--- config.mk ---
export PLATFORM = sky130hd
export DESIGN_NAME = keypad_scanner
export DESIGN_NICKNAME = d
export VERILOG_FILES = /design/src/rtl/keypad_scanner.sv
export SDC_FILE = /design/constraint.sdc
export NUM_CORES = 1
export LEC_CHECK = 0
export ABC_CLOCK_PERIOD_IN_PS = 2800
export CORE_UTILIZATION = 35
export CTS_CLUSTER_SIZE = 16
export DETAILED_ROUTE_END_ITERATION = 12
export GPL_ROUTABILITY_DRIVEN = 0
export SLEW_MARGIN = 30
export SYNTH_ARGS = -nofsm -noshare
export SYNTH_HDL_FRONTEND = slang
export SYNTH_SLANG_ARGS = --single-unit
export TNS_END_PERCENT = 20
--- constraint.sdc ---
create_clock -name clk -period 2.8 [get_ports clk]
set_clock_uncertainty 0.2 [all_clocks]
set_input_delay 0.28 -clock clk [delete_from_list [all_inputs] [get_ports clk]]
set_output_delay 0.28 -clock clk [all_outputs]
set_load 0.02 [all_outputs]
--- src/rtl/keypad_scanner.sv ---
// Row-scanning keypad controller: synchronizes column senses, debounces press and release,
// and reports one key code per accepted press. Define KEYPAD_AUTOREPEAT_EN for held-key auto-repeat.
//
// state          | meaning
// ---------------+---------------------------------------------------------------
// ST_SCAN        | rows driven in turn, SCAN_CYCLES each, looking for any column
// ST_DEB_PRESS   | row frozen, latched column must stay high DEBOUNCE_CYCLES
// ST_HELD        | key accepted, waiting for the latched column to drop
// ST_DEB_RELEASE | latched column must stay low DEBOUNCE_CYCLES before rescanning
module keypad_scanner #(
    parameter int ROWS            = 4,
    parameter int COLS            = 3,
    parameter int SCAN_CYCLES     = 1000,
    parameter int DEBOUNCE_CYCLES = 20000,
    parameter int REPEAT_CYCLES   = 250000
) (
    input  logic                          clk,
    input  logic                          rst_n,
    input  logic [COLS-1:0]               col_i,
    output logic [ROWS-1:0]               row_o,
    output logic [$clog2(ROWS*COLS)-1:0]  key_code,
    output logic                          key_valid,
    output logic                          key_held
);

    localparam int ROW_W  = $clog2(ROWS);
    localparam int COL_W  = $clog2(COLS);
    localparam int CODE_W = $clog2(ROWS*COLS);
    localparam int SCAN_W = $clog2(SCAN_CYCLES);
    localparam int DEB_W  = $clog2(DEBOUNCE_CYCLES);
    localparam logic [ROW_W-1:0]  ROW_LAST  = ROW_W'(ROWS-1);
    localparam logic [SCAN_W-1:0] SCAN_LAST = SCAN_W'(SCAN_CYCLES-1);
    localparam logic [DEB_W-1:0]  DEB_LAST  = DEB_W'(DEBOUNCE_CYCLES-1);

    if (ROWS < 2 || ROWS > 16 || COLS < 2 || COLS > 16 || SCAN_CYCLES < 4 ||
        DEBOUNCE_CYCLES < 2 || REPEAT_CYCLES < 2) begin : g_bad_params
        $error("keypad_scanner: parameter out of range");
    end

    typedef enum logic [1:0] {
        ST_SCAN,
        ST_DEB_PRESS,
        ST_HELD,
        ST_DEB_RELEASE
    } state_t;

    state_t              state_q, state_d;
    logic [COLS-1:0]     sync1_q, cols_q;
    logic [ROW_W-1:0]    row_q, row_d;
    logic [COL_W-1:0]    col_q, col_d;
    logic [SCAN_W-1:0]   scan_cnt_q, scan_cnt_d;
    logic [DEB_W-1:0]    deb_cnt_q, deb_cnt_d;
    logic [CODE_W-1:0]   code_q, code_d;
    logic                valid_q, valid_d;
    logic [COL_W-1:0]    low_col;
    logic [ROW_W-1:0]    next_row;
    logic                col_hit;
`ifdef KEYPAD_AUTOREPEAT_EN
    localparam int REP_W = $clog2(REPEAT_CYCLES);
    localparam logic [REP_W-1:0] REP_LAST = REP_W'(REPEAT_CYCLES-1);
    logic [REP_W-1:0]    rep_cnt_q, rep_cnt_d;
`endif

    // Scanning high-to-low leaves the lowest set column as the winner.
    always_comb begin
        low_col = '0;
        for (int c = COLS-1; c >= 0; c--) begin
            if (cols_q[c]) low_col = COL_W'(c);
        end
    end

    assign next_row = (row_q == ROW_LAST) ? '0 : row_q + ROW_W'(1);
    assign col_hit  = cols_q[col_q];

    always_comb begin
        state_d    = state_q;
        row_d      = row_q;
        col_d      = col_q;
        scan_cnt_d = scan_cnt_q;
        deb_cnt_d  = deb_cnt_q;
        code_d     = code_q;
        valid_d    = 1'b0;
`ifdef KEYPAD_AUTOREPEAT_EN
        rep_cnt_d  = rep_cnt_q;
`endif
        case (state_q)
            ST_SCAN: begin
                if (scan_cnt_q == SCAN_LAST) begin
                    scan_cnt_d = '0;
                    if (|cols_q) begin
                        col_d     = low_col;
                        deb_cnt_d = '0;
                        state_d   = ST_DEB_PRESS;
                    end else begin
                        row_d = next_row;
                    end
                end else begin
                    scan_cnt_d = scan_cnt_q + SCAN_W'(1);
                end
            end
            ST_DEB_PRESS: begin
                if (!col_hit) begin
                    row_d      = next_row;
                    scan_cnt_d = '0;
                    deb_cnt_d  = '0;
                    state_d    = ST_SCAN;
                end else if (deb_cnt_q == DEB_LAST) begin
                    code_d    = CODE_W'(row_q) * CODE_W'(COLS) + CODE_W'(col_q);
                    valid_d   = 1'b1;
                    deb_cnt_d = '0;
                    state_d   = ST_HELD;
`ifdef KEYPAD_AUTOREPEAT_EN
                    rep_cnt_d = '0;
`endif
                end else begin
                    deb_cnt_d = deb_cnt_q + DEB_W'(1);
                end
            end
            ST_HELD: begin
                if (!col_hit) begin
                    deb_cnt_d = '0;
                    state_d   = ST_DEB_RELEASE;
                end
`ifdef KEYPAD_AUTOREPEAT_EN
                else if (rep_cnt_q == REP_LAST) begin
                    valid_d   = 1'b1;
                    rep_cnt_d = '0;
                end else begin
                    rep_cnt_d = rep_cnt_q + REP_W'(1);
                end
`endif
            end
            ST_DEB_RELEASE: begin
                // Repeat count is left untouched here so a bounce resumes it.
                if (col_hit) begin
                    deb_cnt_d = '0;
                    state_d   = ST_HELD;
                end else if (deb_cnt_q == DEB_LAST) begin
                    row_d      = '0;
                    scan_cnt_d = '0;
                    deb_cnt_d  = '0;
                    state_d    = ST_SCAN;
                end else begin
                    deb_cnt_d = deb_cnt_q + DEB_W'(1);
                end
            end
            default: state_d = ST_SCAN;
        endcase
    end

    always_ff @(posedge clk) begin
        if (!rst_n) begin
            state_q    <= ST_SCAN;
            sync1_q    <= '0;
            cols_q     <= '0;
            row_q      <= '0;
            col_q      <= '0;
            scan_cnt_q <= '0;
            deb_cnt_q  <= '0;
            code_q     <= '0;
            valid_q    <= 1'b0;
`ifdef KEYPAD_AUTOREPEAT_EN
            rep_cnt_q  <= '0;
`endif
        end else begin
            state_q    <= state_d;
            sync1_q    <= col_i;
            cols_q     <= sync1_q;
            row_q      <= row_d;
            col_q      <= col_d;
            scan_cnt_q <= scan_cnt_d;
            deb_cnt_q  <= deb_cnt_d;
            code_q     <= code_d;
            valid_q    <= valid_d;
`ifdef KEYPAD_AUTOREPEAT_EN
            rep_cnt_q  <= rep_cnt_d;
`endif
        end
    end

    assign row_o     = ROWS'(1) << row_q;
    assign key_code  = code_q;
    assign key_valid = valid_q;
    assign key_held  = (state_q == ST_HELD) || (state_q == ST_DEB_RELEASE);

endmodule

==> summary by stage, run 1 <==
Synth
Summing every instance area after synthesis gives 2235 sq um. Synthesis inferred 42 register bits. The largest family of logic cells by synthesized area is simple AND/OR/NAND/NOR gates. The most common flop cell mapped by yosys is dfxtp_1. For this run, asynchronously set or reset flops after synthesis account for 0%. The xor and xnor area share after synthesis is 3.527%.

Summing the areas of all compound-gate instances in the mapped netlist gives 16.57% of the synthesized area. Summing the areas of all and, or, nand and nor instances in the mapped netlist gives 27.77% of the synthesized area. The count of different cell masters after synthesis is 50. The synthesized design contains 0 enable-type register cells.

Of the post-synthesis cell area, the part taken by muxes is 4.535%. Counting every instance in the synthesized netlist gives 256. The synthesized netlist devotes 6.271% of its cell area to adder and majority cells. The number of nets in the synthesized netlist is 271. The register area share after synthesis is 37.63%. The number of warnings printed during yosys synthesis is 0. The average footprint of a synthesized cell is 8.729 sq um.

Layout
The fraction of final layout cells sized beyond drive strength 1 is 8.425%. The number of antenna diodes in the final layout is 0. The final layout net count is 287. Relative to the synthesized area, the layout overhead comes to 15.96%. The layout has 611 filler cells. Excluding fillers, the count of instances in the completed layout stands at 348.

Setup path
The worst setup path is of the reg2reg kind. The kind of start point of the critical path is a flip-flop. The critical path required time is 2.83 ns. Walking the worst path, the cells encountered are or4b_4 > or4_4 > a211o_1 > or3_1 > a21oi_1. Along the worst path, the maximum fanout reaches 7. The logic depth of the worst register-to-register path is 5. The number of buffers and inverters on the critical path is 0. The startpoint identified for the worst register-to-register timing path is deb_cnt_q[11]. The largest single stage delay on the critical path is 0.60 ns. The endpoint identified for the worst register-to-register timing path is scan_cnt_q[5].

The data arrival time of the worst path is 2.60 ns. The sort of element at the end of the critical path is a flip-flop. The family of cells with the greatest summed delay on the critical path is simple AND/OR/NAND/NOR gates. The largest individual stage delay along the critical path comes from the cell or4_4. The worst-case register-to-register setup slack is 0.23 ns.

Power and ir drop
In this run the static leakage power is 0.0009493 uW. Across the VDD grid, the largest voltage drop is 0.0002636 V. The power density normalized to cell area is 437.7 nW/um^2.

GRT
The initial antenna violation count was 0. The number of global-route vias before repair is 1668. The pin count of the biggest net entering global routing is 17.

The first global-routing pass estimated 7955 um of wire. The total congestion overflow after global routing is 0. The overall fraction of global-route tracks in use is 15.67%.

Floorplanning
Measured along the y axis, the die boundary spans 81.91 um. The initial core utilization is 37.08%. The floorplan step set the die width to 81.91 um.

The die covers 6708 sq um. The standard cell core area is 6026 sq um. The number of rows created at floorplan is 28. 15 I/O pins were placed.

Routing
The final route contains 1888 vias. The first detailed-routing pass ran for 4 iterations. The aggregate routed wire length is 4709 um. Once detail routing completed, the nets flagged for antenna violations numbered 0.

The per-cell routed wire length is 13.53 um. In this run, the number of DRC markers left after iteration 0 of detailed routing was 104. The ratio of routed vias to standard cells is 5.425. The count of unresolved DRC violations after routing is 0.

Hold path
The worst hold path terminates at cols_q[1]. The worst hold path begins at sync1_q[1]. Along the worst hold path, the cell count comes to 1.

The kind of path behind the tightest hold check is reg2reg.

CTS
In this run, CTS created clock tree buffers numbering 5. The number of H-tree levels is 2. The number of sinks handled by clock tree synthesis is 42. Clock tree synthesis selected as its root buffer the cell clkbuf_8. The maximum clock insertion buffer count is 2. The post-cts hold buffer count is 0. The clock network latency to the later pin of the worst-skew pair is 0.29 ns.

The TritonCTS clock tree is yes. After clock tree synthesis, the clock-pin slew on the worst setup and hold paths is 0.08 ns.

STA
The minimum clock period after layout is 2.570 ns. The final hold slack is 0.2356 ns. For the pin with the worst max-slew slack, the measured transition is 0.7585 ns. The number of hold violations in the final report is 0. The max-slew violation total from the final report is 0.

The final setup violation count is 0. Setup repair after global routing left no endpoint under its margin. In this run the tightest slew margin relative to its limit is 48.90%.

In the finished design, the share of the clock period the worst path needs comes to 91.78%. Derived from the worst setup path, the maximum achievable clock frequency is 0.3891 GHz. The slack of the critical path is 0.2302 ns. The post-route setup TNS is 0 ns.

Run
The total of max-cap violations is 0.

Status
The run finished with clean final reports.

Place
Once detailed placement completed, the half-perimeter wirelength came to 3365 um. The number of placed cells counting well taps is 340. In this run the tool buffered the top-level ports with 14 buffer cells. The pre-CTS worst setup slack is 0.2165 ns.
==> repair_timing <==
item / in CTS / in global routing
endpoints found under the hold margin: 0 / 0
gates resized for setup: 0 / 1
setup buffers: 0 / 0
endpoints found under the setup margin: 0 / 2
==> placed cells by master (no fill, tap or decap), types with 4 or more instances in the layout <==
| cell | Yosys | final |
|---|---|---|
| and2_1 | 13 | 13 |
| nand3_1 | 14 | 14 |
| or3_1 | 4 | 4 |
| nand2_1 | 14 | 14 |
| buf_4 | 0 | 9 |
| o21ai_0 | 9 | 9 |
| clkdlybuf4s50_1 | 0 | 14 |
| nor2_1 | 20 | 20 |
| inv_1 | 6 | 6 |
| nand4_1 | 7 | 7 |
| and3_1 | 6 | 6 |
| clkbuf_8 | 0 | 5 |
| a21oi_1 | 20 | 20 |
| nand2b_1 | 5 | 5 |
| a31oi_1 | 5 | 5 |
| a211oi_1 | 4 | 4 |
| dfxtp_1 | 42 | 42 |
| mux2i_1 | 9 | 9 |
| ha_1 | 8 | 8 |
| xnor2_1 | 9 | 9 |
==> Yosys cell counts, drive strengths merged, types with 4 or more instances <==
master | number | area [sq um]
o21ai | 10 | 50.04
nor2 | 20 | 75.07
and2 | 13 | 81.33
dfxtp | 42 | 840.8
a31oi | 5 | 31.28
nand3 | 14 | 70.07
xnor2 | 9 | 78.83
nand4 | 7 | 43.79
a211oi | 4 | 30.03
or3 | 4 | 25.02
ha | 8 | 100.1
a21oi | 21 | 116.4
nand2b | 5 | 31.28
inv | 6 | 22.52
and3 | 6 | 37.54
clkbuf | 13 | 48.80
mux2i | 9 | 90.09
nand2 | 14 | 52.55
==> logic make-up (layout without fill, tap and decap cells) <==
kind of cell	count (synthesis)	in the layout
muxes	10	10
and+or+nand+nor	108	108
AOI/OAI and AO/OA	57	57
DFF	42	42
buffers and inverters	20	37
xor gates and xnor gates	9	9
adders and majority gates	10	10
==> sequential cells by signal (all words and copies together), names as in the netlist, named ones only <==
| signal | flops |
|---|---|
| sync1_q | 3 |
| row_q | 2 |
| scan_cnt_q | 10 |
| cols_q | 3 |
| deb_cnt_q | 15 |
| state_q | 1 |
| key_code | 4 |
| key_valid | 1 |
| col_q | 2 |
==> worst max path at each step <==
stage	endpoint	from	cells after the start
after global routing	deb_cnt_q[8]	col_q[0]	6
final	scan_cnt_q[5]	deb_cnt_q[11]	5
after CTS	deb_cnt_q[10]	scan_cnt_q[0]	6
after floorplan	scan_cnt_q[5]	deb_cnt_q[11]	6
after global placement	scan_cnt_q[5]	deb_cnt_q[11]	5
after detailed placement	deb_cnt_q[10]	scan_cnt_q[0]	6
==> area by class of cell <==
cell class / count / area (sq um) / share of cell area [%]
clock buffer: 5 / 68.82 / 2.656
clock inverter: 3 / 40.04 / 1.545
inverter: 6 / 22.52 / 0.8691
multi-input combinational: 194 / 1318 / 50.84
sequential: 42 / 840.8 / 32.45
tap: 75 / 93.84 / 3.621
timing repair buffer: 23 / 207.7 / 8.015
==> through the flow <==
| step | util, % | power [uW] | cell area [sq um] |
|---|---|---|---|
| 6_report | 43.00 | 1134 | 2591 |
| 2_1_floorplan | - | 651.6 | 2235 |
| 3_3_place_gp | 41.09 | 670.0 | 2476 |
| 3_5_place_dp | 41.09 | 671.0 | 2476 |
| 4_1_cts | 42.90 | 1154 | 2585 |
| 5_1_grt | 43.00 | 1178 | 2591 |
==> where the power goes <==
| part | switching, uW | total [uW] | internal [uW] |
|---|---|---|---|
| clock network | 215 | 477 | 263 |
| registers | 5.65 | 610 | 605 |
| logic | 25.4 | 46.7 | 21.3 |
| total | 246 | 1130 | 888 |
==> layer usage <==
layer	GRT usage (%)	vias up	part of all wire, %
li1	-	969	-
met1	22.45	887	52
met2	23.22	28	43
met3	3.667	4	3.9
met4	4.211	0	1.0
met5	0	-	0
(Power assumes the default switching activity.)
==> run 2: changes to the inputs <==
--- a/config.mk
+++ b/config.mk
@@ -5,8 +5,10 @@
 export SDC_FILE = /design/constraint.sdc
 export NUM_CORES = 1
 export LEC_CHECK = 0
+export ABC_AREA = 1
 export ABC_CLOCK_PERIOD_IN_PS = 2800
 export CORE_UTILIZATION = 35
+export CTS_CLUSTER_DIAMETER = 80
 export CTS_CLUSTER_SIZE = 16
 export DETAILED_ROUTE_END_ITERATION = 12
 export GPL_ROUTABILITY_DRIVEN = 0
==> run 2 against run 1 <==
  * First-iteration DRC count is 11% lower
  * Critical path type is now reg2out
  * Critical endpoint is now row_o[2]
  * Via count increased by 28%
  * Die area grew 16%
  * Wire length rose by 23%
  * Design area up 12%
  * Highest routed layer unchanged
==> summary by stage, run 2 <==
Status
The flow ran to the end, and the final reports show no timing, DRC or antenna violations.

Synth
The largest family of logic cells by synthesized area is simple AND/OR/NAND/NOR gates. The average footprint of a synthesized cell is 6.727 sq um. Of all flip-flops after synthesis, the portion carrying an async set or reset was 0%.

The synthesized netlist contains 32 unique library cells. The netlist area before placement is 2610 sq um. The Yosys step of the flow raised 0 warnings.

The top-area cell type share of the netlist area is 32.21%. Of the total synthesized cell area, the portion taken by full adders, half adders and majority gates is 5.369%. Synthesis inferred 42 register bits. The most frequent cell after synthesis is nand2_1. The share of the synthesized area in compound gates (AO/OA/AOI/OAI) is 7.239%. Summing the areas of all xor and xnor instances in the mapped netlist gives 1.342% of the synthesized area.

The register area share after synthesis is 32.21%. Of the post-synthesis cell area, the part taken by muxes is 0%. The leading area contributor after synthesis is dfxtp_1. The number of synthesized flops with an enable pin is 0. The area share of and/or/nand/nor cells after synthesis is 42.81%.

After synthesis, the most frequently instantiated cells are 100 x nand2_1, 52 x nor2_1, 51 x inv_1. After synthesis, the cell types taking the most area are dfxtp_1 32%, nand2_1 14%, nor2_1 7.5%. The most common flop cell mapped by yosys is dfxtp_1. The count of mapped cells out of synthesis is 388. The post-synthesis net count is 403.

GRT
The initial antenna violation count is 0. The number of global-route vias before repair is 2165. The wire length of the first global-routing pass is 9880 um.

The pin count of the biggest net entering global routing is 22. In the global route stage, overall resource usage came out at 16.17%. The total congestion overflow after global routing is 0.

Hold path
The number of instances on the worst hold path is 2. The kind of path behind the tightest hold check is reg2reg. The worst hold path begins at sync1_q[1]. The worst hold path terminates at cols_q[1].

Layout
The fraction of final layout cells sized beyond drive strength 1 is 8.955%. From synthesis to final layout, the design area changed by 10.74%. Leaving out fill and tap cells, the most frequent cells in the layout are 100 x nand2_1, 52 x nor2_1, 51 x inv_1, 42 x dfxtp_1, 37 x nand3_1. The number of diodes added for antenna fixing is 0.

deb_cnt_q holds more flip-flops than any other register. The final layout net count is 416. After the flow finishes, the layout carries non-filler instances totaling 501. The number of flip-flops under the largest register name is 15. The leading cell type in the layout, fill and taps excluded is nand2_1.

Place
The pre-CTS worst setup slack is 0.7248 ns. Detailed placement ended at an HPWL of 4261 um. The number of placed cells counting well taps is 493. The number of I/O port buffers is 14.

Floorplanning
The overall die width is 88.36 um. In this run the vertical extent of the chip is 88.36 um. Once the floorplan was initialized, standard cells occupied 36.18% of the core. The core region is 7214 sq um. The number of rows created at floorplan is 31. The die covers 7807 sq um. The I/O pin count is 15.

Routing
Once detail routing completed, the nets flagged for antenna violations numbered 0. In the routed design, unresolved DRC markers number 0. For this block, the initial DRC count from the detailed router was 93. The pre-antenna-repair detailed-routing pass consisted of 5 iterations. Dividing the detail-routed wire length by the instance count gives 11.59 um. For this block, the via count after detailed routing is 2415. After detailed routing, the number of vias per cell comes to 4.820. After detailed routing, the total wire length is 5809 um.

Setup path
The startpoint identified for the worst register-to-register timing path is row_q[1]. The data arrival time of the worst path is 1.64 ns. The sum of buffers and inverters on the critical path is 2. The instance count on the critical path is 3. The largest individual stage delay along the critical path comes from the cell clkdlybuf4s50_1. The number of cells on the worst reg-to-reg path is 5.

The kind of start point of the critical path is a flip-flop. On the worst path, the slowest cell contributes a delay of 0.54 ns. The kind of cell with the highest combined delay along the critical path is buffers and inverters. In this run the worst setup path begins at row_q[0].

The critical register-to-register path endpoint is key_code[2]. The worst register-to-register path has a setup slack of 0.74 ns. The worst setup path is captured at an output pin. Along the worst path, the maximum fanout reaches 6. The critical path in this run is classified as reg2out. Traced cell by cell, the critical path runs through inv_1 > ha_1 > clkdlybuf4s50_1. The critical path required time is 2.32 ns.

Run
The tool flagged a number of max-cap violations equal to 0.

STA
The max-slew violation total from the final report is 0. The remaining max-slew budget at the tightest pin is 50.23%. The upper clock frequency limit is 0.4715 GHz. The minimum clock period after layout is 2.121 ns. After layout, the worst path uses 75.75% of the clock period. The post-route setup TNS is 0 ns. The slew at the pin closest to its max-slew limit is 0.7457 ns. The slack of the critical path is 0.6791 ns. Setup repair after global routing left no endpoint under its margin.

The number of hold violations in the final report is 0. The final setup violation count is 0.

CTS
The maximum clock insertion buffer count is 2. The number of H-tree levels is 2. The post-cts resize count is 0. After clock tree synthesis, the clock-pin slew on the worst setup and hold paths is 0.10 ns. The cell chosen for the clock root is clkbuf_8.

The clock network latency to the later pin of the worst-skew pair is 0.31 ns. The TritonCTS clock tree is yes. The post-CTS setup buffer count is 0. Hold repair after CTS inserted 0 buffers. The number of buffers added by the clock tree synthesis step is 5. The number of sinks handled by clock tree synthesis is 42.

Power and ir drop
The power density normalized to cell area is 371.4 nW/um^2. For this design the static power due to leakage is 0.001229 uW. The total power of the final layout is 1073 uW. The worst vdd rail ir drop is 0.0001827 V.
run 2: worst max path at each step:
stage	endpoint	slack (ns)
final	row_o[2]	0.68
after global routing	deb_cnt_q[11]	0.56
after CTS	row_o[2]	0.64
after detailed placement	key_code[2]	0.72
after global placement	state_q[0]	0.81
after floorplan	key_code[2]	0.86
run 2: final cells by class:
class	instances	area [sq um]
fill	761	4324
multi-input combinational	283	1481
sequential	42	840.8
inverter	54	202.7
timing repair buffer	15	147.6
tap	99	123.9
clock buffer	5	68.82
clock inverter	3	25.02
run 2: worst reg2reg max path, cell delays in order (launching register included):
cell and delay [ns]:
dfxtp_1 0.47, fa_1 0.47, ha_1 0.23, fa_1 0.43, nor2_1 0.11, nor2_1 0.05
run 2: where the power goes:
| part | internal, uW | switching [uW] | leakage, uW |
|---|---|---|---|
| combinational | 16.0 | 26.8 | 0.000844 |
| sequential | 605 | 4.97 | 0.000340 |
| clock | 180 | 241 | 0.0000447 |
| total | 801 | 272 | 0.00123 |
run 2: cells by family after synthesis:
group	after synthesis
flip-flops	42
AND/OR/NAND/NOR	237
XOR/XNOR	4
AO/OA/AOI/OAI	32
buffers and inverters	63
adder cells (fa/ha/maj)	10
run 2: through the flow:
step	util (%)	cell area, sq um	hold slack (ns)
2_1_floorplan	-	2610	0.1776
3_3_place_gp	38.76	2796	0.1952
3_5_place_dp	38.76	2796	0.1961
4_1_cts	40.06	2890	0.2200
5_1_grt	40.06	2890	0.2453
6_report	40.06	2890	0.2175
run 2: routing by layer:
layer	part of all wire [%]	global-route usage (%)
met1	49	20.61
met2	47	27.55
met3	3.2	2.892
met4	0.90	5.425
met5	0	0
